==> src/rtl/seqdet_pkg.sv <==
// Shared types and default constants for the push-button serial sampler and its consumers.
package seqdet_pkg;

   typedef enum logic [1:0] {
      IDLE,
      ARM_PRESS,
      HELD,
      ARM_REL
   } state_t;

   // 20 ms of stable button level at a 50 MHz system clock.
   localparam int unsigned DEBOUNCE_CYCLES_DFLT = 1_000_000;
   localparam int unsigned CNT_W_DFLT           = 20;
   localparam int unsigned BITCNT_W_DFLT        = 8;

endpackage

==> src/rtl/sync2.sv <==
// Two-flop synchroniser for a single asynchronous level; reset value is selectable.
module sync2 #(
   parameter logic RESET_VAL = 1'b0
) (
   input  logic clk,
   input  logic rst_n,
   input  logic din,
   output logic dout
);

   logic s1_q;
   logic s2_q;

   always_ff @(posedge clk or negedge rst_n) begin
      if (!rst_n) begin
         s1_q <= RESET_VAL;
         s2_q <= RESET_VAL;
      end else begin
         s1_q <= din;
         s2_q <= s1_q;
      end
   end

   assign dout = s2_q;

endmodule

==> src/rtl/pb_serial_sampler.sv <==
// Synchronises and debounces an active-low push-button, capturing the slide switch once per
// clean press and presenting it as a single-cycle strobed serial bit.
module pb_serial_sampler
   import seqdet_pkg::*;
#(
   parameter int unsigned DEBOUNCE_CYCLES = DEBOUNCE_CYCLES_DFLT,
   parameter int unsigned CNT_W           = CNT_W_DFLT,
   parameter int unsigned BITCNT_W        = BITCNT_W_DFLT
) (
   input  logic                FPGAclk,
   input  logic                startSeq,
   input  logic                clkPb,
   input  logic                SwitchIn,
   output logic                serIn,
   output logic                bitStrobe,
   output logic [BITCNT_W-1:0] bitCount,
   output logic                busy,
   output logic                ledBit
);

   localparam logic [CNT_W-1:0] CNT_LAST = CNT_W'(DEBOUNCE_CYCLES - 1);

   logic pb_s2;
   logic sw_s2;
   logic pressed;
   logic sw;

   state_t              state_q, state_d;
   logic [CNT_W-1:0]    cnt_q, cnt_d;
   logic                serin_q, serin_d;
   logic                strobe_q, strobe_d;
   logic [BITCNT_W-1:0] bitcnt_q, bitcnt_d;
   logic                busy_q, busy_d;
   logic                fire;

   // Button idles high, so its synchroniser resets to "released".
   sync2 #(
      .RESET_VAL(1'b1)
   ) u_sync_pb (
      .clk  (FPGAclk),
      .rst_n(startSeq),
      .din  (clkPb),
      .dout (pb_s2)
   );

   sync2 #(
      .RESET_VAL(1'b0)
   ) u_sync_sw (
      .clk  (FPGAclk),
      .rst_n(startSeq),
      .din  (SwitchIn),
      .dout (sw_s2)
   );

   assign pressed = ~pb_s2;
   assign sw      = sw_s2;

   always_ff @(posedge FPGAclk or negedge startSeq) begin
      if (!startSeq) begin
         state_q  <= IDLE;
         cnt_q    <= '0;
         serin_q  <= 1'b0;
         strobe_q <= 1'b0;
         bitcnt_q <= '0;
         busy_q   <= 1'b0;
      end else begin
         state_q  <= state_d;
         cnt_q    <= cnt_d;
         serin_q  <= serin_d;
         strobe_q <= strobe_d;
         bitcnt_q <= bitcnt_d;
         busy_q   <= busy_d;
      end
   end

   // Every state change clears the counter.
   always_comb begin
      state_d = state_q;
      cnt_d   = cnt_q;
      unique case (state_q)
         IDLE: begin
            cnt_d = '0;
            if (pressed) begin
               state_d = ARM_PRESS;
            end
         end
         ARM_PRESS: begin
            if (!pressed) begin
               state_d = IDLE;
               cnt_d   = '0;
            end else if (cnt_q == CNT_LAST) begin
               state_d = HELD;
               cnt_d   = '0;
            end else begin
               cnt_d = cnt_q + CNT_W'(1);
            end
         end
         HELD: begin
            cnt_d = '0;
            if (!pressed) begin
               state_d = ARM_REL;
            end
         end
         ARM_REL: begin
            if (pressed) begin
               state_d = HELD;
               cnt_d   = '0;
            end else if (cnt_q == CNT_LAST) begin
               state_d = IDLE;
               cnt_d   = '0;
            end else begin
               cnt_d = cnt_q + CNT_W'(1);
            end
         end
         default: begin
            state_d = IDLE;
            cnt_d   = '0;
         end
      endcase
   end

   // Outputs are computed for the next edge so they register alongside the state.
   always_comb begin
      fire     = (state_q == ARM_PRESS) && pressed && (cnt_q == CNT_LAST);
      strobe_d = fire;
      serin_d  = fire ? sw : serin_q;
      bitcnt_d = bitcnt_q;
      if (fire && !(&bitcnt_q)) begin
         bitcnt_d = bitcnt_q + BITCNT_W'(1);
      end
      busy_d = (state_d != IDLE);
   end

   assign serIn     = serin_q;
   assign ledBit    = serin_q;
   assign bitStrobe = strobe_q;
   assign bitCount  = bitcnt_q;
   assign busy      = busy_q;

endmodule

==> config.mk <==
export PLATFORM = sky130hd
export DESIGN_NAME = pb_serial_sampler
export DESIGN_NICKNAME = d
export VERILOG_FILES = /design/src/rtl/seqdet_pkg.sv /design/src/rtl/sync2.sv /design/src/rtl/pb_serial_sampler.sv
export SDC_FILE = /design/constraint.sdc
export NUM_CORES = 1
export LEC_CHECK = 0
export ABC_CLOCK_PERIOD_IN_PS = 2750
export BUFFER_PORTS_ARGS = -buffer_cell sky130_fd_sc_hd__buf_4
export CORE_UTILIZATION = 55
export DETAILED_ROUTE_END_ITERATION = 6
export PLACE_DENSITY_LB_ADDON = 0.15
export SLEW_MARGIN = 25
export SYNTH_ARGS = -nofsm -noshare
export SYNTH_HDL_FRONTEND = slang
export SYNTH_HIERARCHICAL = 1
export SYNTH_SLANG_ARGS = --single-unit
==> constraint.sdc <==
create_clock -name FPGAclk -period 2.75 [get_ports FPGAclk]
set_input_delay 0.275 -clock FPGAclk [delete_from_list [all_inputs] [get_ports FPGAclk]]
set_output_delay 0.275 -clock FPGAclk [all_outputs]
set_load 0.01 [all_outputs]
# --- After elaboration in Yosys (flattened, before gate mapping) ---
# Index checks and enable logic that the tools add are counted.
classes:
  add_sub_neg: 2
  n_eq_ne: 4
  mux: 11
  n_bitwise: 1
  n_reduce_logical: 8
op_table:
  columns: ["cell", "n"]
  rows:
  - ["two-way mux 20 bit", 3]
  - ["case mux 20 bit (3 select lines)", 1]
  - ["adder 20 x 1 -> 20 bit (second input constant)", 1]
  - ["equality test 20 bit (second input constant)", 1]
  - ["two-way mux 2 bit", 6]
  - ["adder 8 x 1 -> 8 bit (second input constant)", 1]
  - ["case mux 2 bit (4 select lines)", 1]
  - ["AND reduction 8 bit", 1]
  - ["equality test 2 bit (second input constant)", 2]
  - ["logical AND 1 bit", 3]
  - ["equality test 2 x 1 -> 1 bit (second input constant)", 1]
  - ["zero test 2 bit", 1]
  - ["nonzero test 2 bit", 1]
  - ["OR reduction 2 bit", 1]
  - ["zero test 1 bit", 1]
  - ["NOT 1 bit", 1]
totals:
  reg_bits: 37
  inputBits: 4
  elab_cells: 36

# --- Depth between registers and ports, before layout ---
depth:
  depth_word: 5
  mapped_depth: 7

# --- Cells and area by module ---
# Netlist, hierarchy kept.
by_module_without_submodules:
  columns: ["module", "n_inst", "cells_each", "area_each_um2", "seq_area_each_um2"]
  rows:
  - ["pb_serial_sampler", 1, 165, 1662.8, 825.8]
  - ["sync2 at u_sync_pb", 1, 2, 52.6, 52.6]
  - ["sync2 at u_sync_sw", 1, 2, 50.0, 50.0]

# --- Worst setup path before layout ---
# Ideal clock, no wire load.
synth_timing:
  path_type: "register -> register"
  from: "register cnt_q[0]"
  to: "register bitcnt_q[6] (netlist: bitCount[6])"
  setup_time_ns: 0.125
  t_arrival_ns: 1.747
  setup_slack_ns: 0.878
  stages_incl_launch_ff: 7
  period_less_slack_ns: 1.872
  path_cell_list: "dfrtp_1 ha_1 and4_1 clkbuf_1 nand2_1 nor4_1 mux2_2"
synth_between:
  elab_chain_len: 3
synth_lines:
  columns: ["element", "line_no", "rtl"]
  rows:
  - ["start, declared", "pb_serial_sampler.sv:29", "logic [CNT_W-1:0] cnt_q, cnt_d;"]
  - ["start signal, assigned", "pb_serial_sampler.sv:68", "cnt_q <= cnt_d;"]
  - ["equality test 20 bit", "pb_serial_sampler.sv:124", "fire = (state_q == ARM_PRESS) && pressed && (cnt_q == CNT_LAST);"]
  - ["logical AND 1 bit", "pb_serial_sampler.sv:124", null]
  - ["logical AND 1 bit", "pb_serial_sampler.sv:128", "if (fire && !(&bitcnt_q)) begin"]
  - ["end signal, assigned", "pb_serial_sampler.sv:71", "bitcnt_q <= bitcnt_d;"]
  - ["end, declared", "pb_serial_sampler.sv:32", "logic [BITCNT_W-1:0] bitcnt_q, bitcnt_d;"]
# No other way between the ends.
# A chain may end at the register's enable or synchronous reset.

# --- Worst setup path after layout ---
layout_timing:
  from: "register cnt_q[0]"
  to: "register serin_q (netlist: ledBit)"
layout_between:
  elab_chain_len: 2
layout_lines:
  columns: ["element", "line_no", "rtl"]
  rows:
  - ["equality test 20 bit", "pb_serial_sampler.sv:124", null]
  - ["logical AND 1 bit", "pb_serial_sampler.sv:124", null]
  - ["net fire", "pb_serial_sampler.sv:34", "logic fire;"]
  - ["end signal, assigned", "pb_serial_sampler.sv:69", "serin_q <= serin_d;"]
  - ["end, declared", "pb_serial_sampler.sv:30", "logic serin_q, serin_d;"]
# The timed path passes the listed nets, and every way through them passes these cells.

==> reports/results.tsv <==
metric	value	unit
CTS tree	done	
count of clock tree sinks	37	
residual antenna-violating net count after detailed routing	0	
fill cell count	287	
worst setup path startpoint	cnt_q[0]$_DFF_PN0_	
Wirelength per Cell	13.9	um
sequence of cells on the critical path	ha_1 > and4_1 > nand2_1 > nor3_1 > mux2_2	
power density relative to cell area	439	mW/mm2
slowest cell delay on critical path	0.41	ns
height of the chip	58.7	um
number of nets produced by synthesis	175	
summed instance area of the synthesized netlist	0.00177	mm2
share of total power consumed by net switching	0.239	
Syn Inst Count	169	
Detail Placement HPWL	2240	um
capturing instance or port of the critical path	ledBit$_DFFE_PN0P_	
minimum clock period after layout	2.03	ns
number of placement rows	20	
# nets final	191	
top-area cell type share of the netlist area	0.496	
Detailed Routing Iterations Pass 1	4	
total net switching power	0.000206	W
share of layout cells above drive strength 1	0.167	
final wirelength	3200	um
endpoint kind of the worst setup timing path	register	
post-place instance area	0.00190	mm2
via count	1297	
internal power	0.000656	W
Top Family by Delay on Critical Path	simple AND/OR/NAND/NOR gates	
Post-Syn Area per Cell	10.4	um2
Synth Flop Type	dfrtp_1	
register clock-pin slew on the reported worst setup and hold paths	0.12	ns
number of register bits inferred by synthesis	37	
number of endpoints failing setup at the final stage	0	
Worst Tran Pin Value	0.454	ns
count of final max-slew check failures	0	
top cells by area in the synthesized netlist	dfrtp_1 50%, xor2_1 6.0%, nand3_1 4.0%	
kind of start point of the critical path	register	
final global-route overflow total	0	
count of flip-flops with a built-in enable after synthesis	0	
layout overhead on the synthesized area	11.3	%
H-Tree Depth	2	
core footprint	0.00305	mm2
crit share post-route	0.737	
number of maximum-capacitance violations	0	
share of synthesized flip-flops with an asynchronous set or reset	1.00	
clock insertion delay at the later pin of the skew report	0.34	ns
post-synth cell types	33	
clock network fraction of total power	0.324	
remaining design rule violation count	0	
buffers and inverters on the worst path	0	
number of inserted diodes	0	
final instance area	0.00196	mm2
count of warnings emitted by yosys	6	
via count of the first global-routing pass	1177	
setup repair after global routing missed its margin	no	
cell accounting for the most synthesized area	dfrtp_1	
last weighted congestion value of the routability-driven placer	0.842	
worst slew slack as a fraction of its limit	0.697	
Worst Setup Path Type	register to register	
startpoint of the worst-slack reg-to-reg timing path	cnt_q[0]$_DFF_PN0_	
die boundary width	58.7	um
total negative slack for setup checks	0	ns
static power due to leakage	0.839	nW
Clock Skews	0.00888	ns
drt via density	5.64	
clock tree root driver cell	clkbuf_4	
slowest stage cell on the critical path	dfrtp_1	
iteration-0 DRC count of the detailed router	47	
largest net degree at the start of global routing	38	
cell count of the worst reg-to-reg path	5	
Worst Path Arrival	2.27	ns
data required time of the critical path	2.99	ns
critical path depth in cells	5	
Final Hold Violating Endpoints	0	
path class of the lowest-slack min-delay path	input port to register	
starting density of the core	0.578	
power share of the combinational group	0.032	
Die ar.	0.00344	mm2
achievable clock frequency	0.493	GHz
PortBufs	15	
clock buffer count from CTS	5	
outcome	completed	
register share of total power	0.643	
CP max FO	6	
most common cell after layout, fill and taps aside	dfrtp_1	
most frequent cells in the layout	35 x dfrtp_1, 18 x nor2_1, 16 x buf_4	
Max Buffers Root-to-Sink	2	
post-synthesis sequential area ratio	0.526	
number of primary I/O pins	16	
global-route wire length before repair	5530	um
initial antenna violation count	0	
setup slack on the worst flop-to-flop path	0.72	ns
IR drop worst, VDD	0.320	mV
global router's overall resource usage	0.216	
quantity of gates resized following cts	0	
reg-to-reg critical path endpoint	ledBit$_DFFE_PN0P_	
-- layer usage --
metal  track usage  vias to the layer above  share of wire
li1              -                      639              -
met1         0.319                      637           0.49
met2         0.304                       17           0.46
met3        0.0637                        4          0.037
met4        0.0748                        0         0.0091
met5             0                        -              0
-- power by group through the flow --
stage | Combinational (W) | Clock [W] | Sequential, W
CTS | 0.0000288 | 0.000287 | 0.000555
detailed placement | 0.0000274 | 0 | 0.000565
global placement | 0.0000269 | 0 | 0.000565
floorplan | 0.00000971 | 0 | 0.000565
finish | 0.0000278 | 0.000280 | 0.000555
global route | 0.0000323 | 0.000305 | 0.000556
-- worst reg2reg max path, stage by stage, from the launching register on --
cell	delay (ns)
dfrtp_1	0.41
ha_1	0.24
and4_1	0.36
nand2_1	0.20
nor3_1	0.35
mux2_2	0.37
-- cells by family (layout without fill, tap and decap cells) --
kind of cell               count (synthesis)  count (layout)  synth area share
xor gates and xnor gates                  20              20            0.0992
and+or+nand+nor                           81              81             0.257
DFF                                       37              37             0.526
buffers and inverters                     13              30            0.0340
AOI/OAI and AO/OA                         11              11            0.0383
adders and majority gates                  2               2            0.0142
muxes                                      5               5            0.0312
-- stage by stage --
stage | hold slack (ns) | setup slack, ns | util | std cells | total power [W]
detailed placement | 0.258 | 0.758 | 0.622 | 221 | 0.000592
floorplan | -0.0206 | 0.878 | - | 169 | 0.000574
global route | 0.00602 | 0.591 | 0.643 | 230 | 0.000893
global placement | 0.255 | 0.842 | 0.622 | 221 | 0.000592
finish | 0.0288 | 0.723 | 0.643 | 230 | 0.000862
CTS | 0.0203 | 0.754 | 0.643 | 230 | 0.000871
-- state kept, by name, summed over array words and instances, names as in the netlist --
| register | flops |
|---|---|
| u_sync_sw/dout | 1 |
| busy | 1 |
| cnt_q | 20 |
| u_sync_pb/s1_q | 1 |
| bitStrobe | 1 |
| u_sync_pb/dout | 1 |
| bitCount | 8 |
| ledBit | 1 |
| u_sync_sw/s1_q | 1 |
| state_q | 2 |
-- final cells by class --
class / count / area, um2 / share of cell area
Sequential cell: 37 / 928 / 0.473
Inverter: 5 / 18.8 / 0.00955
Tap cell: 44 / 55.1 / 0.0280
Clock buffer: 5 / 37.5 / 0.0191
Multi-Input combinational cell: 119 / 777 / 0.396
Timing Repair Buffer: 17 / 130 / 0.0662
Clock inverter: 3 / 17.5 / 0.00892
-- cell usage after synthesis (3+ instances only) --
cell	count
nand2_1	6
nor2_1	18
mux2_2	4
a21oi_1	4
dfrtp_1	35
inv_1	5
o31ai_1	3
xor2_1	12
nor4b_1	4
nand3_1	14
clkbuf_2	4
nand4_1	7
and3_1	3
or3_1	3
xnor2_1	8
or4_1	3
nor4_1	6
nor3_1	7
and4_1	3
-- worst min path at each step --
stage                         from                        to  depth (start not counted)
after CTS                    clkPb  u_sync_pb/s1_q$_DFF_PN1_                          1
after global routing      SwitchIn  u_sync_sw/s1_q$_DFF_PN0_                          1
after global placement    startSeq       cnt_q[13]$_DFF_PN0_                          1
final                     SwitchIn  u_sync_sw/s1_q$_DFF_PN0_                          1
after floorplan           startSeq   bitCount[0]$_DFFE_PN0P_                          0
after detailed placement  startSeq        cnt_q[9]$_DFF_PN0_                          1
-- what timing repair did --
item	CTS	global route
hold endpoints to repair	35	0
setup buffers	0	0
hold buffers	1	0
Note: power is estimated with default switching activity, not from simulation.
